--- config.mk ---
export PLATFORM = sky130hd
export DESIGN_NAME = mul_div_unit
export DESIGN_NICKNAME = d
export VERILOG_FILES = /design/src/rtl/mul_div_unit.sv
export SDC_FILE = /design/constraint.sdc
export NUM_CORES = 1
export LEC_CHECK = 0
export ABC_AREA = 1
export BUFFER_PORTS_ARGS = -buffer_cell sky130_fd_sc_hd__buf_2
export CAP_MARGIN = 10
export CELL_PAD_IN_SITES_DETAIL_PLACEMENT = 0
export CELL_PAD_IN_SITES_GLOBAL_PLACEMENT = 1
export CORE_MARGIN = 1
export CORE_UTILIZATION = 47
export DETAILED_ROUTE_END_ITERATION = 10
export HOLD_SLACK_MARGIN = 0.08
export PLACE_DENSITY_LB_ADDON = 0.1
export SLEW_MARGIN = 20
export SYNTH_ARGS = -nofsm -noshare
export SYNTH_HDL_FRONTEND = slang
export SYNTH_SLANG_ARGS = --single-unit
--- constraint.sdc ---
create_clock -name clk -period 7 [get_ports clk]
set_input_delay 0.35 -clock clk [delete_from_list [all_inputs] [get_ports clk]]
set_output_delay 0.35 -clock clk [all_outputs]
set_load 0.03 [all_outputs]
--- src/rtl/mul_div_unit.sv ---
// mul_div_unit: iterative multiply/divide unit for the EX stage.
// Runs one shift-add (MUL) or restoring shift-subtract (DIV) step per clock
// on operand magnitudes. Result signs are applied when the final step is
// registered into hi/lo.
//
// Handshake: start is a request that is accepted only when the unit is idle
// and flush is low. Acceptance makes busy rise on the next cycle. done is a
// one-cycle pulse that marks new hi/lo/div_by_zero contents. The next start
// can be accepted in the cycle after done. A request raised while busy or
// done is high is dropped, not queued. flush abandons an operation in flight
// without a done pulse.
module mul_div_unit #(
  parameter int WIDTH = 32
) (
  input  logic             clk,
  input  logic             rst_n,
  input  logic             start,
  input  logic [1:0]       op,
  input  logic [WIDTH-1:0] A,
  input  logic [WIDTH-1:0] B,
  input  logic             flush,
  output logic             busy,
  output logic             done,
  output logic [WIDTH-1:0] hi,
  output logic [WIDTH-1:0] lo,
  output logic             div_by_zero,
  output logic [1:0]       dbg_state
);
  localparam int CW = (WIDTH > 1) ? $clog2(WIDTH) : 1;
  localparam logic [CW-1:0] LAST = CW'(WIDTH - 1);

  typedef enum logic [1:0] {
    IDLE = 2'd0,
    MUL  = 2'd1,
    DIV  = 2'd2,
    DONE = 2'd3
  } state_t;

  state_t           state_q, state_d;
  logic [CW-1:0]    cnt_q, cnt_d;
  logic [WIDTH-1:0] acc_q, acc_d;     // MUL: upper partial product, DIV: partial remainder
  logic [WIDTH-1:0] sh_q, sh_d;       // MUL: multiplier / low product, DIV: dividend / quotient
  logic [WIDTH-1:0] b_q, b_d;         // magnitude of multiplier-side or divisor operand
  logic [WIDTH-1:0] a_raw_q, a_raw_d; // raw dividend, returned on divide by zero
  logic             neg_lo_q, neg_lo_d;
  logic             neg_hi_q, neg_hi_d;
  logic             dbz_q, dbz_d;
  logic [WIDTH-1:0] hi_q, hi_d;
  logic [WIDTH-1:0] lo_q, lo_d;
  logic             dbz_out_q, dbz_out_d;

  logic             a_neg, b_neg, accept, last_step;
  logic [WIDTH-1:0] a_mag, b_mag;
  logic [WIDTH:0]   mul_sum, div_sh, div_trial;
  logic [WIDTH-1:0] it_acc, it_sh;
  logic [2*WIDTH-1:0] prod_fix;
  logic [WIDTH-1:0] quo_fix, rem_fix;

  assign busy        = (state_q == MUL) || (state_q == DIV);
  assign done        = (state_q == DONE);
  assign hi          = hi_q;
  assign lo          = lo_q;
  assign div_by_zero = dbz_out_q;
  assign dbg_state   = state_q;

  assign accept    = (state_q == IDLE) && start && !flush;
  assign last_step = busy && !flush && (cnt_q == LAST);

  // Launch-time sign bookkeeping: signed ops work on magnitudes
  always_comb begin
    a_neg = op[0] & A[WIDTH-1];
    b_neg = op[0] & B[WIDTH-1];
    a_mag = a_neg ? -A : A;
    b_mag = b_neg ? -B : B;
  end

  // One iteration step plus the sign-corrected forms of its result
  always_comb begin
    mul_sum   = {1'b0, acc_q} + (sh_q[0] ? {1'b0, b_q} : '0);
    div_sh    = {acc_q, sh_q[WIDTH-1]};
    div_trial = div_sh - {1'b0, b_q};
    if (state_q == DIV) begin
      // A borrow out of the trial subtraction means the divisor did not fit.
      if (!div_trial[WIDTH]) begin
        it_acc = div_trial[WIDTH-1:0];
        it_sh  = {sh_q[WIDTH-2:0], 1'b1};
      end else begin
        it_acc = div_sh[WIDTH-1:0];
        it_sh  = {sh_q[WIDTH-2:0], 1'b0};
      end
    end else begin
      it_acc = mul_sum[WIDTH:1];
      it_sh  = {mul_sum[0], sh_q[WIDTH-1:1]};
    end
    prod_fix = neg_lo_q ? -{it_acc, it_sh} : {it_acc, it_sh};
    quo_fix  = neg_lo_q ? -it_sh : it_sh;
    rem_fix  = neg_hi_q ? -it_acc : it_acc;
  end

  // Next-state logic for the control FSM
  always_comb begin
    state_d = state_q;
    case (state_q)
      IDLE: if (start && !flush) state_d = op[1] ? DIV : MUL;
      MUL, DIV: begin
        if (flush)               state_d = IDLE;
        else if (cnt_q == LAST)  state_d = DONE;
      end
      DONE:    state_d = IDLE;
      default: state_d = IDLE;
    endcase
  end

  // Datapath: latch operands on accept, iterate while busy, register result
  always_comb begin
    cnt_d     = cnt_q;
    acc_d     = acc_q;
    sh_d      = sh_q;
    b_d       = b_q;
    a_raw_d   = a_raw_q;
    neg_lo_d  = neg_lo_q;
    neg_hi_d  = neg_hi_q;
    dbz_d     = dbz_q;
    hi_d      = hi_q;
    lo_d      = lo_q;
    dbz_out_d = dbz_out_q;
    if (accept) begin
      cnt_d     = '0;
      acc_d     = '0;
      sh_d      = a_mag;
      b_d       = b_mag;
      a_raw_d   = A;
      neg_lo_d  = a_neg ^ b_neg;
      neg_hi_d  = a_neg;
      dbz_d     = op[1] && (B == '0);
      dbz_out_d = 1'b0;
    end else if (busy && !flush) begin
      cnt_d = last_step ? '0 : cnt_q + CW'(1);
      acc_d = it_acc;
      sh_d  = it_sh;
      if (last_step) begin
        if (state_q == MUL) begin
          {hi_d, lo_d} = prod_fix;
        end else if (dbz_q) begin
          hi_d      = a_raw_q;
          lo_d      = '1;
          dbz_out_d = 1'b1;
        end else begin
          hi_d = rem_fix;
          lo_d = quo_fix;
        end
      end
    end
  end

  // State and datapath registers
  always_ff @(posedge clk or negedge rst_n) begin
    if (!rst_n) begin
      state_q   <= IDLE;
      cnt_q     <= '0;
      acc_q     <= '0;
      sh_q      <= '0;
      b_q       <= '0;
      a_raw_q   <= '0;
      neg_lo_q  <= 1'b0;
      neg_hi_q  <= 1'b0;
      dbz_q     <= 1'b0;
      hi_q      <= '0;
      lo_q      <= '0;
      dbz_out_q <= 1'b0;
    end else begin
      state_q   <= state_d;
      cnt_q     <= cnt_d;
      acc_q     <= acc_d;
      sh_q      <= sh_d;
      b_q       <= b_d;
      a_raw_q   <= a_raw_d;
      neg_lo_q  <= neg_lo_d;
      neg_hi_q  <= neg_hi_d;
      dbz_q     <= dbz_d;
      hi_q      <= hi_d;
      lo_q      <= lo_d;
      dbz_out_q <= dbz_out_d;
    end
  end

endmodule

==> summary.md <==
| Metric | Value |
|---|---|
| Final Hold Fails | `0` |
| Syn Nets | `around 3300` |
| FF-to-FF path depth | `36` |
| CTS Hold Bufs | `11` |
| Worst Skew | `0.0263 ns` |
| Final WL | `80600 um` |
| Reg-to-Reg Start | `sh_q[31]$_DFFE_PN0N_` |
| Number of max-cap violations | `0` |
| Most frequent cells in the layout | `nand2_1, inv_1, nor2_1, nand3_1, o21ai_0` |
| Final Util | `0.531` |
| Total Power | `12.0 mW` |
| Slew headroom | `0.265` |
| Vias in the first global route | `20662` |
| Crit Path Category | `flip-flop to flip-flop` |
| Area Growth Syn to Fin | `10.9%` |
| Pleak | `11.5 nW` |
| Post-synthesis sequential area ratio | `0.265` |
| Initial antenna violation count | `3` |
| Hold Startpoint | `A[13]` |
| Layout cells sized above 1 | `0.0984` |
| Commonest non-fill, non-tap cell in the layout | `nand2_1` |
| CP required | `7.51 ns` |
| Input/output buffers | `~140` |
| HP Class | `input pin to flip-flop` |
| Crit-path max cell delay | `0.51 ns` |
| Final non-filler cell total | `3807` |
| Drt wl/cell | `21.2 um` |
| Ys async rst share | `1.00` |
| Post-synth EDFFs | `0` |
| Drt initial violations | `2341` |
| Power per cell area | `567 nW/um^2` |
| CTS Buf Count | `26` |
| Worst path most repeated cell | `nand2_1` |
| Post-synth top area share | `0.265` |
| Post-route cell area | `21300 um^2` |
| Final worst path period share | `0.768` |
| CP max stage cell | `nand3_2` |
| DP Cell Count | `3747` |
| Total gr overflow | `0` |
| Gate Count Post-Synth | `3162` |
| Worst-path clk slew | `0.06 ns` |
| Synth top area cells | `dfrtp_1, nand2_1, inv_1` |
| Dpl cell area | `a little over 20000 um^2` |
| Crit path DAT | `just under 6 ns` |
| Number of library cell types mapped by synthesis | `approximately 60` |
| Gpl congestion | `~1.0` |
| Vias per Instance | `around 5.8` |
| R2R Setup Slk | `1.62 ns` |
| Pre-Repair DR Iteration Count | `6` |
| Measured slew at the worst slew-check pin | `1.09 ns` |
| Die Width | `around 200 um` |
| Pre-CTS setup slack | `1.81 ns` |
| Dpl hpwl | `63400 um` |
| Top_reg_cell synth | `dfrtp_1` |
| Die area | `approximately 42000 um^2` |
| Critical Path End Type | `flip-flop` |
| Outcome | `finished, final reports clean` |
| Io pins | `~140` |
| Post-CTS Resized | `0` |
| Yosys top cell by area | `dfrtp_1` |
| FMAX | `186 MHz` |
| Clk sink count | `a little over 200` |
| Worst-Skew Late Latency | `0.59 ns` |
| H-tree levels | `1` |
| Final max-slew violation count | `0` |
| Seq cells post-synth | `between 200 and 250` |
| Antenna Nets Post-Route | `0` |
| CTS Root Cell | `clkbuf_16` |
| Die Ht | `about 200 um` |
| Clock Path Buffers | `3` |
| Initial Util | `0.479` |
| Maximum vdd drop | `0.000393 V` |
| Post-CTS Setup Bufs | `0` |
| Core ar. | `40000 um^2` |
| Finish-stage setup viols | `0` |
| Hold_ws | `roughly 0.1 ns` |
| Setup tns final | `0 ns` |
| Total GRT Usage | `0.389` |
| First-pass GRT wire length | `123000 um` |
| Slack of the critical path | `1.62 ns` |
| WHS Endpoint | `sh_q[13]$_DFFE_PN0N_` |
| Hold-critical path depth | `3` |
| Reg2reg end | `hi[28]$_DFFE_PN0P_` |
| Crit. Startpoint | `sh_q[31]$_DFFE_PN0N_` |
| Syn Area/Cell | `6.06 um^2` |
| CTS tree | `built` |
| Syn. warnings | `0` |
| DR vias | `roughly 22000` |
| Largest net degree at the start of global routing | `106` |
| DR DRC count | `0` |
| Critical path startpoint category | `flip-flop` |
| Cell area after synthesis | `around 19000 um^2` |
| Final Critical Period | `5.38 ns` |
| Peak fanout along the critical path | `14` |
| RSZ-0062 raised after global routing | `false` |
| Rows | `73` |
| Layout net count | `~3400` |
power breakdown:
part	internal (mW)	switching [mW]	leakage [nW]	total [mW]
Sequential	1.55	0.345	2.59	1.89
Combinational	2.44	6.34	8.49	8.77
Clock	0.792	0.589	0.414	1.38
cells in the mapped netlist, drive strengths merged, types with 12 or more instances:
cell and instances:
a21oi 141, a31oi 27, buf 37, clkbuf 68, dfrtp 203, ha 76, inv 459, nand2 978
nand3 279, nand3b 20, nand4 32, nor2 361, nor3 48, nor4 12, o211ai 14, o21ai 235
o22ai 41, xnor2 17, xor2 36
cell type report:
class | instances | area (um^2)
diodes | 1 | 2.50
flip-flops and latches | 203 | 5080
multi-input cells | 2391 | 11900
fillers | 4169 | 18700
well taps | 525 | 657
inverters | 463 | 1740
repair buffers | 176 | 1010
clock inverters | 9 | 110
clock buffers | 39 | 759
state kept, by name, summed over array words and instances, names as in the netlist:
signal,cells
a_raw_q,32
acc_q,32
b_q,32
cnt_q,5
dbg_state,2
dbz_q,1
div_by_zero,1
hi,32
lo,32
neg_hi_q,1
neg_lo_q,1
sh_q,32
layer usage:
metal,wire [um],GRT usage,vias to the layer above
li1,-,-,10411
met1,33900,0.513,10292
met2,36000,0.624,994
met3,6500,0.0596,205
met4,4230,0.180,4
met5,19,0,-
kinds of logic (layout without fill, tap and decap cells):
kind of cell,count (synthesis),after routing,synth area share
and+or+nand+nor,1745,1745,0.391
buffers and inverters,568,687,0.116
AOI/OAI and AO/OA,515,515,0.152
DFF,203,203,0.265
adders and majority gates,78,78,0.0517
xor gates and xnor gates,53,53,0.0242
other,0,1,0
how the worst max path moves through the flow:
stage | end | slack, ns | cells past startpoint
2_1_floorplan | hi[30]$_DFFE_PN0P_ | 3.04 | 35
3_3_place_gp | hi[30]$_DFFE_PN0P_ | 1.98 | 36
3_5_place_dp | hi[28]$_DFFE_PN0P_ | 1.81 | 36
4_1_cts | hi[30]$_DFFE_PN0P_ | 1.78 | 36
5_1_grt | hi[28]$_DFFE_PN0P_ | 1.12 | 36
6_report | hi[28]$_DFFE_PN0P_ | 1.62 | 36
critical path, delay by kind of cell (launching register included):
| family | cells | cell delay, ns |
|---|---|---|
| buf+inv | 5 | 0.42 |
| simple gates | 27 | 3.60 |
| fa+ha+maj | 3 | 0.73 |
| flops | 1 | 0.38 |
| compound gates | 1 | 0.17 |
Power figures use the tool's default switching activity.
